==> src/rtl/lfsr_gen.sv <==
// lfsr_gen: parametrised Fibonacci LFSR with free-run and counted-burst stepping.
// Optional all-zero lock-up recovery is compiled in when LFSR_GEN_LOCKUP_EN is defined.
module lfsr_gen #(
    parameter int unsigned     W          = 16,
    parameter logic [W-1:0]    TAPS       = 16'h002D,
    parameter logic [W-1:0]    RESET_SEED = 16'hACE1,
    parameter int unsigned     CW         = 8
) (
    input  logic          clk,
    input  logic          reset,
    input  logic          load,
    input  logic [W-1:0]  seed,
    input  logic          run,
    input  logic          burst_start,
    input  logic [CW-1:0] burst_len,
    output logic          busy,
    output logic          done,
    output logic [W-1:0]  lfsr_out,
    output logic          bit_out,
    output logic          lockup
);

    typedef enum logic [1:0] {
        S_IDLE,
        S_BURST,
        S_DONE
    } state_t;

    state_t        state_q, state_d;
    logic [CW-1:0] count_q, count_d;
    logic [W-1:0]  lfsr_q, lfsr_d;
    logic          busy_q, done_q;
    logic          step_en;
    logic          fb;
    logic [W-1:0]  shifted;

    assign step_en = run | (state_q == S_BURST);
    assign fb      = ^(lfsr_q & TAPS);
    assign shifted = {fb, lfsr_q[W-1:1]};

    // Burst FSM next-state: load aborts any burst back to IDLE without a done pulse
    always_comb begin
        state_d = state_q;
        count_d = count_q;
        if (load) begin
            state_d = S_IDLE;
            count_d = '0;
        end else begin
            case (state_q)
                S_IDLE: begin
                    if (burst_start) begin
                        if (burst_len == '0) begin
                            state_d = S_DONE;
                        end else begin
                            state_d = S_BURST;
                            count_d = burst_len;
                        end
                    end
                end
                S_BURST: begin
                    if (count_q == CW'(1)) begin
                        state_d = S_DONE;
                        count_d = '0;
                    end else begin
                        count_d = count_q - CW'(1);
                    end
                end
                S_DONE: begin
                    state_d = S_IDLE;
                end
                default: begin
                    state_d = S_IDLE;
                    count_d = '0;
                end
            endcase
        end
    end

`ifdef LFSR_GEN_LOCKUP_EN
    logic lockup_d, lockup_q;

    // Next register value: load wins, then a step (recovering from all-zero), else hold
    always_comb begin
        lfsr_d   = lfsr_q;
        lockup_d = 1'b0;
        if (load) begin
            lfsr_d = seed;
        end else if (step_en) begin
            if (lfsr_q == '0) begin
                lfsr_d   = RESET_SEED;
                lockup_d = 1'b1;
            end else begin
                lfsr_d = shifted;
            end
        end
    end

    // Lock-up pulse register
    always_ff @(posedge clk or negedge reset) begin
        if (!reset) lockup_q <= 1'b0;
        else        lockup_q <= lockup_d;
    end

    assign lockup = lockup_q;
`else
    // Next register value: load wins, then a plain step, else hold
    always_comb begin
        lfsr_d = lfsr_q;
        if (load)         lfsr_d = seed;
        else if (step_en) lfsr_d = shifted;
    end

    assign lockup = 1'b0;
`endif

    // State, counter, shift register and registered status outputs
    always_ff @(posedge clk or negedge reset) begin
        if (!reset) begin
            state_q <= S_IDLE;
            count_q <= '0;
            lfsr_q  <= RESET_SEED;
            busy_q  <= 1'b0;
            done_q  <= 1'b0;
        end else begin
            state_q <= state_d;
            count_q <= count_d;
            lfsr_q  <= lfsr_d;
            busy_q  <= (state_d == S_BURST);
            done_q  <= (state_d == S_DONE);
        end
    end

    assign busy     = busy_q;
    assign done     = done_q;
    assign lfsr_out = lfsr_q;
    assign bit_out  = lfsr_q[0];

endmodule

==> config.mk <==
export PLATFORM = sky130hd
export DESIGN_NAME = lfsr_gen
export DESIGN_NICKNAME = d
export VERILOG_FILES = /design/src/rtl/lfsr_gen.sv
export SDC_FILE = /design/constraint.sdc
export NUM_CORES = 1
export LEC_CHECK = 0
export BUFFER_PORTS_ARGS = -buffer_cell sky130_fd_sc_hd__buf_4
export CAP_MARGIN = 5
export CELL_PAD_IN_SITES_DETAIL_PLACEMENT = 0
export CELL_PAD_IN_SITES_GLOBAL_PLACEMENT = 1
export CORE_MARGIN = 3
export CORE_UTILIZATION = 38
export DETAILED_ROUTE_END_ITERATION = 8
export PLACE_DENSITY_LB_ADDON = 0.1
export SLEW_MARGIN = 15
export SYNTH_ARGS = -nofsm -noshare
export SYNTH_HDL_FRONTEND = slang
export SYNTH_SLANG_ARGS = --single-unit
==> constraint.sdc <==
create_clock -name clk -period 2.14 [get_ports clk]
set_clock_uncertainty 0.2 [all_clocks]
set_input_delay 0 -clock clk [delete_from_list [all_inputs] [get_ports clk]]
set_output_delay 0 -clock clk [all_outputs]
set_load 0.05 [all_outputs]
# ---- Word-level counts from Yosys, hierarchy flattened
# Index checks and enable logic that the tools add are counted.
dict set report op_classes {
  n_bitwise 1
  n_mux 12
  add_sub_neg 1
  n_eq_ne 8
  reduce_logical 5
}
# operator n
set ops {}
lappend ops {{$mux 16} 2}
lappend ops {{$mux 8} 4}
lappend ops {{$pmux 8 s3} 1}
lappend ops {{$reduce_xor 16->1} 1}
lappend ops {{$eq 8x1->1 const B} 1}
lappend ops {{$logic_not 8->1} 1}
lappend ops {{$mux 2} 4}
lappend ops {{$sub 8x1->8 const B} 1}
lappend ops {{$ne 3x3->1 const B} 2}
lappend ops {{$eq 2x1->1 const B} 2}
lappend ops {{$eq 2x2->1 const B} 2}
lappend ops {{$pmux 2 s2} 1}
lappend ops {{$reduce_and 3->1} 1}
lappend ops {{$logic_not 2->1} 1}
lappend ops {{$ne 2x2->1 const B} 1}
lappend ops {{$reduce_bool 2->1} 1}
lappend ops {{$or 1x1->1} 1}
dict set report totals {
  in_bits 29
  regBits 28
  output_inout_bits 20
  elab_cells 32
}

# ---- Logic depth before layout (Yosys ltp)
# Gate-level depths: netlist (run 1).
dict set report logic_depth {
  word_depth 6
  mapped_depth 6
  ltp_nobuf 6
}

# ---- Worst setup path after synthesis (run 1)
# OpenSTA, ideal clock, no wires.
dict set report synth_path {
  path_type {register to register}
  from {reg count_q[1]}
  to {reg count_q[7]}
  period_less_slack_ns 1.952
  path_stages_with_launch 6
  slack_ns 0.188
  setup_time_ns 0.122
  n_path_buf 0
  t_arrival_ns 1.630
  path_cell_list {dfrtp_1 > inv_1 > ha_1 > or4b_4 > a311o_1 > a32o_1}
}
dict set report synth_between {
  elab_chain_cells 4
  word_cells_on_any_way 5
  cone_classes {1 x add/sub; 1 x eq/ne; 3 x mux}
}
# item line
set synth_lines {}
lappend synth_lines {{from (decl)} 30} ;# logic [CW-1:0] count_q, count_d;
lappend synth_lines {{from (signal assigned)} 126} ;# count_q <= count_d;
lappend synth_lines {{$sub 8x1->8 / $eq 8x1->1 (equally long branches)} {65, 61}}
lappend synth_lines {{$mux 8 *} 61} ;# if (count_q == CW'(1)) begin
lappend synth_lines {{$pmux 8 s3 *} 49} ;# case (state_q)
lappend synth_lines {{$mux 8 *} 45} ;# if (load) begin
# Mark *: on every way between the ends. The rest lies on a longest branch, timed or not.
# A chain may end at the register's enable or synchronous reset.

# ---- Worst setup path in the final report (run 1)
# Same ends and word-level chain as after synthesis.

==> out/qor.yml, run 1 <==
instances_no_fill: 286
row_count: 22
r2r-end: "count_q[7]"
grt_usage: 0.1755
hpwlAfterDp_mm: 2.829
cp.arrival_ns: 1.99
drv_slew: 0
syn_inst: 162
ys_ff_latch: 28
start_kind: "flop"
syn_area_per_cell_um2: 9.662
final-setup-viol-count: 0
drcViolationCount: 0
tritoncts: "built"
crit_family: "compound AO/OA/AOI/OAI gates"
gp_congestion: 0.9043
worstHoldEndpoint: "lfsr_out[7]"
fp.dieH_um: 70.18
crit_path_cell_trace: "inv_2 -> ha_2 -> or4b_4 -> a311o_1 -> a32o_1"
max_freq_ghz: 0.4941
root_buffer: "clkbuf_8"
clockBufferDepth: 2
startpoint: "count_q[1]"
relSlewSlack: 0.3569
via_count: 1505
n_antenna_cell: 0
holdCritStartpoint: "run"
clock_latency_ns: 0.27
crit_type: "reg -> reg"
dp.cells: 252
final_net_count: 270
drtIter0Drc: 69
wl_per_cell_um: 14.47
finalHoldViolCount: 0
grt_pass1_vias: 1511
worstMarginPinSlew_ns: 0.9646
dr.pass1.iters: 4
min_path_cells: 5
grt_overflow: 0
synthesis.nets: 193
critPathCaptureType: "flop"
cp_max_fo: 5
p_per_area_nw_per_um2: 734.6
crit_cells: 5
synthArstFlopShare: 1.000
detail-route-antenna-nets: 0
synth_warnings: 0
grt_max_degree: 33
synth_edf_count: 0
io_buffers: 47
grt_setup_unrepaired: "no"
start_util: 0.4091
h-tree-depth: 1
r2r_slack_ns: 0.12
area_delta_synth_final_pct: 50.44
r2r_cells: 5
path_buf_inv: 1
grt_pass1_wl_mm: 7.003
cts_made_buffers: 3
drive_above_1_share: 0.3235
synth-main-ff-cell: "dfrtp_1"
die_w_um: 70.18
dieArea_um2: 4925
r2r-start: "count_q[1]"
ir_drop_mv: 0.5866
core_region_area_um2: 3826
syn_area_um2: 1565
antenna_found_initial: 0
cp.required_ns: 2.11
slowest_delay_ns: 0.50
vias_per_cell: 5.262
final.min_clock_period_ns: 2.024
maxCapViolations: 0
fin_setup_tns_ns: 0
hp-class: "in -> reg"
cp_slowest_cell: "or4b_4"
period_share: 0.9458
yosysSeqAreaShare: 0.4540
path_clk_slew_ns: 0.09
run_status: "finished, final reports clean"
wirelength_mm: 4.137
io_pins: 49
p_leak_nw: 1.066
cts.sinks: 28
ys_types: 45
worst reg2reg max path, cell delays in order, from the launching register on:
cell and delay [ns]:
dfrtp_1 0.40, inv_2 0.08, ha_2 0.17, or4b_4 0.50, a311o_1 0.34, a32o_1 0.24
final cells by class:
type	instances	area (um^2)
repair buffers	84	703.2
fillers	338	1471
flip-flops and latches	28	711.9
clock buffers	4	55.05
multi-input cells	117	805.8
well taps	48	60.06
inverters	5	18.77
layout by cell type, fill, tap and decap left out, types with 2 or more instances in the layout:
master / netlist / routed
o21ai_1: 3 / 3
nor3_1: 4 / 4
a21boi_0: 2 / 2
dlygate4sd3_1: 0 / 27
clkbuf_8: 0 / 4
inv_1: 5 / 4
o21ai_0: 16 / 16
a21oi_1: 6 / 6
nand2_1: 18 / 18
nor4_1: 4 / 4
xnor2_1: 2 / 2
dfstp_2: 8 / 8
nor2_1: 7 / 7
or3_1: 2 / 2
o32ai_1: 3 / 3
o2bb2ai_1: 4 / 4
nor2b_1: 2 / 2
a211o_1: 2 / 2
buf_4: 2 / 56
mux2i_1: 17 / 17
dfrtp_1: 20 / 19
synthesized netlist by cell type, types with 2 or more instances:
cell type / instances / area share
a21boi_0: 2 / 0.0096
clkbuf_1: 9 / 0.022
nor3_1: 4 / 0.013
o21ai_1: 3 / 0.0096
mux2i_1: 17 / 0.11
nor2b_1: 2 / 0.0080
nor4_1: 4 / 0.016
or3_1: 2 / 0.0080
xnor2_1: 2 / 0.011
dfstp_2: 8 / 0.13
ha_1: 2 / 0.016
a211o_1: 2 / 0.011
nor2_1: 7 / 0.017
inv_1: 5 / 0.012
o32ai_1: 3 / 0.017
o2bb2ai_1: 4 / 0.022
buf_4: 2 / 0.0096
dfrtp_1: 20 / 0.32
o21ai_0: 16 / 0.051
a21oi_1: 6 / 0.019
nand2_1: 18 / 0.043
kinds of logic after synthesis:
family | count (synthesis) | synth area share
AO/OA/AOI/OAI | 47 | 0.2015
XOR/XNOR | 3 | 0.01679
adder cells (fa/ha/maj) | 2 | 0.01598
multiplexers | 17 | 0.1087
other | 1 | 0.002396
flip-flops | 28 | 0.4540
buffers and inverters | 17 | 0.04556
AND/OR/NAND/NOR | 47 | 0.1551
per-layer routing:
layer,global-route usage,routed length (um),vias to the layer above
li1,-,-,747
met1,0.2361,1899,722
met2,0.2917,2037,34
met3,0.03741,175,2
met4,0.03404,25,0
met5,0,0,-
per-stage QoR:
stage          area (um^2)  total power [mW]    util  setup slack [ns]  hold WS (ns)
6_report              2355             1.730  0.6154            0.1161       0.01470
5_1_grt               2355             1.831  0.6154           0.01121       0.02917
4_1_cts               2318             1.736  0.6060           0.06473      0.003735
3_5_place_dp          1983             1.356  0.5183           0.07702       -0.2570
3_3_place_gp          1983             1.341  0.5183            0.1552       -0.2618
2_1_floorplan         1565             1.135       -            0.1880       -0.4956
worst max-delay path by stage:
stage / to
3_3_place_gp: count_q[7]
5_1_grt: count_q[2]
4_1_cts: count_q[6]
6_report: count_q[7]
3_5_place_dp: count_q[2]
2_1_floorplan: count_q[7]
flip-flops by register name, summed over array words and instances, names as in the netlist:
register,cells
lfsr_out,16
busy,1
state_q,2
count_q,8
done,1
power breakdown:
| part | internal (mW) | switching [mW] |
|---|---|---|
| logic | 0.286 | 0.422 |
| registers | 0.626 | 0.0759 |
| clock network | 0.164 | 0.156 |
| total | 1.08 | 0.653 |
timing repair:
| item | in CTS | in global routing |
|---|---|---|
| setup buffers | 0 | 2 |
| hold endpoints to repair | 54 | 0 |
| resized for setup | 0 | 6 |
| hold buffers | 28 | 0 |
| endpoints found under the setup margin | 0 | 5 |
No activity file was read; power rests on OpenSTA's default activity.
==> run 2, diff against run 1 <==
--- a/config.mk
+++ b/config.mk
@@ -5,12 +5,13 @@
 export SDC_FILE = /design/constraint.sdc
 export NUM_CORES = 1
 export LEC_CHECK = 0
+export ABC_AREA = 1
 export BUFFER_PORTS_ARGS = -buffer_cell sky130_fd_sc_hd__buf_4
 export CAP_MARGIN = 5
 export CELL_PAD_IN_SITES_DETAIL_PLACEMENT = 0
 export CELL_PAD_IN_SITES_GLOBAL_PLACEMENT = 1
 export CORE_MARGIN = 3
-export CORE_UTILIZATION = 38
+export CORE_UTILIZATION = 36
 export DETAILED_ROUTE_END_ITERATION = 8
 export PLACE_DENSITY_LB_ADDON = 0.1
 export SLEW_MARGIN = 15
==> run 2 against run 1 <==
  * Count of clock-buffer cells in the layout is 1 lower
  * Wire length is 4.7% higher
  * Sequential cell count stayed put
  * Total power is 3.4% higher
  * Fmax is 9.2% higher
  * Hold slack better by 0.070 ns
  * Setup slack better by 0.17 ns
  * Final cell count is 23% higher
  * Critical path depth is 2 lower
==> out/qor.yml, run 2 <==
run_status: "finished, final reports clean"
n_antenna_cell: 0
h-tree-depth: 1
tritoncts: "built"
start_kind: "primary input"
finalHoldViolCount: 0
synth_common_cells: "nand2_1, nor2_1, dfrtp_1, nand3_1, a31oi_1"
io_buffers: 47
final_cell_mix: "nand2_1, buf_4, dlygate4sd3_1, nor2_1, dfrtp_1"
path_clk_slew_ns: 0.10
relSlewSlack: 0.3606
post_cts_buffers: 0
cts_made_buffers: 3
dr.pass1.iters: 4
grt_max_degree: 31
die_w_um: 73.06
worstMarginPinSlew_ns: 0.9560
grt_pass1_vias: 1687
p_per_area_nw_per_um2: 720.5
fp.dieH_um: 73.06
vias_per_cell: 4.801
grt_pass1_wl_mm: 7.424
final_net_count: 334
clockBufferDepth: 2
antenna_found_initial: 0
drive_above_1_share: 0.2351
placed_cell_area_um2: 1962
switching_share: 0.3697
syn_area_um2: 1619
dieArea_um2: 5338
max_freq_ghz: 0.5395
drtIter0Drc: 92
wl_per_cell_um: 12.30
io_pins: 49
final_common_cell: "nand2_1"
p_switching_uw: 661.5
grt_setup_unrepaired: "no"
final_core_util: 0.5952
start_util: 0.3880
hp-class: "in -> async"
pwr-share-comb: 0.377
grt_usage: 0.1750
critPathCaptureType: "asynchronous set/reset pin"
clock_latency_ns: 0.28
yosysMostFrequentCell: "nand2_1"
route.met2.wl_mm: 2.058
stdcell_area_um2: 2484
syn_inst: 214
largest_reg_flops: 16
grt_overflow: 0
area_delta_synth_final_pct: 53.40
synthesis.nets: 245
cp_max_fo: 20
row_count: 23
ir_drop_mv: 0.5848
yosysTopAreaCellShare: 0.3091
cts.sinks: 28
via_count: 1690
final-setup-viol-count: 0
drv_slew: 0
synthArstFlopShare: 1.000
highest_layer: "met4"
pwr-share-clk: 0.238
cp.arrival_ns: 1.94
maxCapViolations: 0
p_leak_nw: 1.183
final.min_clock_period_ns: 1.854
ys_ff_latch: 28
period_share: 0.8661
drcViolationCount: 0
syn_area_per_cell_um2: 7.566
hpwlAfterDp_mm: 2.813
detail-route-antenna-nets: 0
yosysSeqAreaShare: 0.4389
gp_congestion: 0.8178
crit_type: "in -> async"
cp.required_ns: 2.22
pwr-share-seq: 0.386
p_total_mw: 1.789
wirelength_mm: 4.331
ys_types: 26
core_region_area_um2: 4173
wl_met1_mm: 2.076
yosysTopAreaCell: "dfrtp_1"
met3_length_um: 151
fin_setup_tns_ns: 0
synth-main-ff-cell: "dfrtp_1"
synth_warnings: 0
synthTopCellsByArea: "dfrtp_1, nand2_1, dfstp_2"
intPower_mw: 1.128
root_buffer: "clkbuf_8"
synth_edf_count: 0
[run 2: changes by cell type after synthesis, sizes merged, moves of 4 or more]
| cell | before | now |
|---|---|---|
| a31oi | 1 | 15 |
| buf | 3 | 7 |
| clkbuf | 9 | 1 |
| inv | 5 | 11 |
| mux2i | 17 | 0 |
| nand2 | 18 | 78 |
| nand3 | 0 | 16 |
| nor2 | 7 | 36 |
| nor3 | 5 | 1 |
| nor4 | 4 | 0 |
| o21ai | 19 | 7 |
| o2bb2ai | 4 | 0 |
[run 2: what timing repair did]
action | 4_1_cts | 5_1_grt
hold endpoints to repair | 56 | 0
gates resized for setup | 0 | 0
hold buffers | 45 | 0
[run 2: path summary, 6_finish.rpt]
kind                              startpoint  slack (ns)      endpoint  depth (start not counted)
worst max-delay path                   reset        0.29    count_q[1]                          3
worst min-delay path                   reset        0.09   lfsr_out[5]                          2
worst max register to register    state_q[0]        0.43  lfsr_out[15]                          6
worst min register to register  lfsr_out[15]        0.29  lfsr_out[15]                          2
max in group clk                  state_q[0]        0.43  lfsr_out[15]                          6
min in group clk                lfsr_out[15]        0.29  lfsr_out[15]                          2
[run 2: cells by family (layout without fill, tap and decap cells)]
family,after synthesis,after routing,synth area share
adder cells (fa/ha/maj),2,2,0.01545
other,1,1,0.002316
XOR/XNOR,5,5,0.02705
flip-flops,28,28,0.4389
AND/OR/NAND/NOR,132,132,0.3362
buffers and inverters,20,108,0.07264
AO/OA/AOI/OAI,26,26,0.1074
[run 2: critical path: stages]
cell and delay [ns]:
dlygate4sd3_1 0.52, buf_4 0.19, dlygate4sd3_1 1.21
[run 2: per-stage QoR]
step,hold WS (ns),setup slack [ns],std cells
floorplan,-0.4956,0.7295,214
global placement,-0.2551,0.5685,303
detailed placement,-0.2522,0.5575,303
CTS,0.08804,0.1883,352
global route,0.07507,0.05727,352
finish,0.08506,0.2865,352
[run 2: cell type report]
type | instances | area, um^2
flip-flops and latches | 28 | 710.7
repair buffers | 92 | 803.3
clock buffers | 3 | 41.29
fillers | 379 | 1689
inverters | 12 | 45.04
well taps | 50 | 62.56
multi-input cells | 166 | 790.8
clock inverters | 1 | 30.03
[run 2: power by group through the flow]
| stage | clock (mW) | sequential, mW | combinational [mW] |
|---|---|---|---|
| global route | 0.452 | 0.703 | 0.742 |
| floorplan | 0 | 0.863 | 0.262 |
| CTS | 0.429 | 0.689 | 0.677 |
| finish | 0.425 | 0.690 | 0.674 |
| global placement | 0 | 0.700 | 0.613 |
| detailed placement | 0 | 0.697 | 0.612 |
[run 2: routing by layer]
metal	GRT usage	vias to the layer above
met5	0	-
met3	0.02617	5
met4	0.05328	0
met1	0.2284	781
met2	0.2969	41
li1	-	863
==> run 3, diff against run 2 <==
--- a/config.mk
+++ b/config.mk
@@ -11,7 +11,7 @@
 export CELL_PAD_IN_SITES_DETAIL_PLACEMENT = 0
 export CELL_PAD_IN_SITES_GLOBAL_PLACEMENT = 1
 export CORE_MARGIN = 3
-export CORE_UTILIZATION = 36
+export CORE_UTILIZATION = 39
 export DETAILED_ROUTE_END_ITERATION = 8
 export PLACE_DENSITY_LB_ADDON = 0.1
 export SLEW_MARGIN = 15
==> constraint.sdc (replaced) <==
create_clock -name clk -period 2.4 [get_ports clk]
set_clock_uncertainty 0.2 [all_clocks]
set_input_delay 0 -clock clk [delete_from_list [all_inputs] [get_ports clk]]
set_output_delay 0 -clock clk [all_outputs]
set_load 0.05 [all_outputs]
==> run 3 against run 2 <==
  * Count of clock-buffer cells in the layout unchanged
  * Critical path depth up 4
  * Design area down 0.91%
  * Register-to-register slack worse by 0.25 ns
  * Largest cell class unchanged
  * Largest power group is now combinational logic
==> out/qor.yml, run 3 (synthesis results as in run 2) <==
run_status: "finished, final reports clean"
cp.arrival_ns: 2.24
num-fill-cells: 367
drtIter0Drc: 87
cts.sinks: 28
r2r_cells: 7
largest_reg_flops: 16
grt_usage: 0.1966
grt_pass1_wl_mm: 7.900
dp_slack_ns: 0.7425
final_common_cell: "nand2_1"
cts_made_buffers: 3
wl_per_cell_um: 12.92
ctsResizeCount: 0
final_core_util: 0.6432
io_pins: 49
grt_pass1_vias: 1714
final_cell_mix: "nand2_1, buf_4, dlygate4sd3_1, nor2_1, dfrtp_1"
finalHoldViolCount: 0
vias_per_cell: 4.900
worst_slack_ns: 0.1706
drv_slew: 0
grt_setup_unrepaired: "no"
die_w_um: 70.43
clockBufferDepth: 2
cp_max_fo: 20
fin_setup_tns_ns: 0
placed_cell_area_um2: 1959
p_total_mw: 1.471
drive_above_1_share: 0.2318
start_util: 0.4232
grt_overflow: 0
relSlewSlack: 0.3538
worstMarginPinSlew_ns: 0.9660
r2r-end: "lfsr_out[15]"
antenna_found_initial: 0
clock_latency_ns: 0.27
wirelength_mm: 4.521
crit_type: "in -> reg"
p_per_area_nw_per_um2: 597.7
critPathCaptureType: "flop"
stdcell_area_um2: 2461
tritoncts: "built"
final.min_clock_period_ns: 2.229
io_buffers: 47
final-setup-viol-count: 0
instances_no_fill: 350
hpwlAfterDp_mm: 2.791
n_antenna_cell: 0
root_buffer: "clkbuf_8"
dp.cells: 301
gp_congestion: 0.7839
row_count: 22
fp.dieH_um: 70.43
max_freq_ghz: 0.4485
area_delta_synth_final_pct: 52.01
dieArea_um2: 4960
cp.required_ns: 2.41
dr.pass1.iters: 4
hp-class: "in -> async"
ir_drop_mv: 0.4947
period_share: 0.9289
final_net_count: 335
grt_max_degree: 31
h-tree-depth: 1
start_kind: "primary input"
postCtsHoldBufs: 46
r2r-start: "state_q[0]"
maxCapViolations: 0
post_cts_buffers: 0
p_leak_nw: 1.170
path_clk_slew_ns: 0.09
r2r_slack_ns: 0.18
core_region_area_um2: 3826
via_count: 1715
drcViolationCount: 0
hold_ws_ns: 0.09137
detail-route-antenna-nets: 0
-- run 3: cell count changes in the layout (fill, tap and decap cells not counted) --
cell	delta
dlygate4sd3_1	+1
bufinv_16	-1
-- run 3: how the worst max path moves through the flow --
stage,from,endpoint,slack (ns),cells after the start
floorplan,lfsr_out[5],lfsr_out[15],0.99,5
global placement,count_q[1],count_q[4],0.82,7
detailed placement,count_q[1],count_q[4],0.74,7
CTS,state_q[0],lfsr_out[15],0.17,7
global route,state_q[0],lfsr_out[15],0.07,7
finish,load,lfsr_out[15],0.17,7
-- run 3: metal layers --
layer	vias to the layer above	track usage	part of all wire
met3	2	0.04173	0.058
li1	866	-	-
met4	0	0.02553	0.0040
met2	46	0.3462	0.50
met5	-	0	0
met1	801	0.2520	0.44
-- run 3: report_power, final --
part / total (mW) / internal [mW] / switching (mW)
sequential: 0.613 / 0.551 / 0.0626
combinational: 0.614 / 0.237 / 0.377
clock: 0.244 / 0.112 / 0.132
-- run 3: layout make-up --
type | count | area, um^2 | share of cell area
repair buffers | 93 | 813.3 | 0.3305
multi-input cells | 166 | 790.8 | 0.3213
flip-flops and latches | 28 | 710.7 | 0.2888
well taps | 48 | 60.06 | 0.02440
inverters | 12 | 45.04 | 0.01830
clock buffers | 3 | 41.29 | 0.01678
-- run 3: worst max-delay path, stage by stage --
cell and delay (ns):
dlygate4sd3_1 0.53, buf_4 0.21, nor3_2 0.26, dlygate4sd3_1 0.58
nand2_1 0.04, nand2_1 0.05, dlygate4sd3_1 0.55
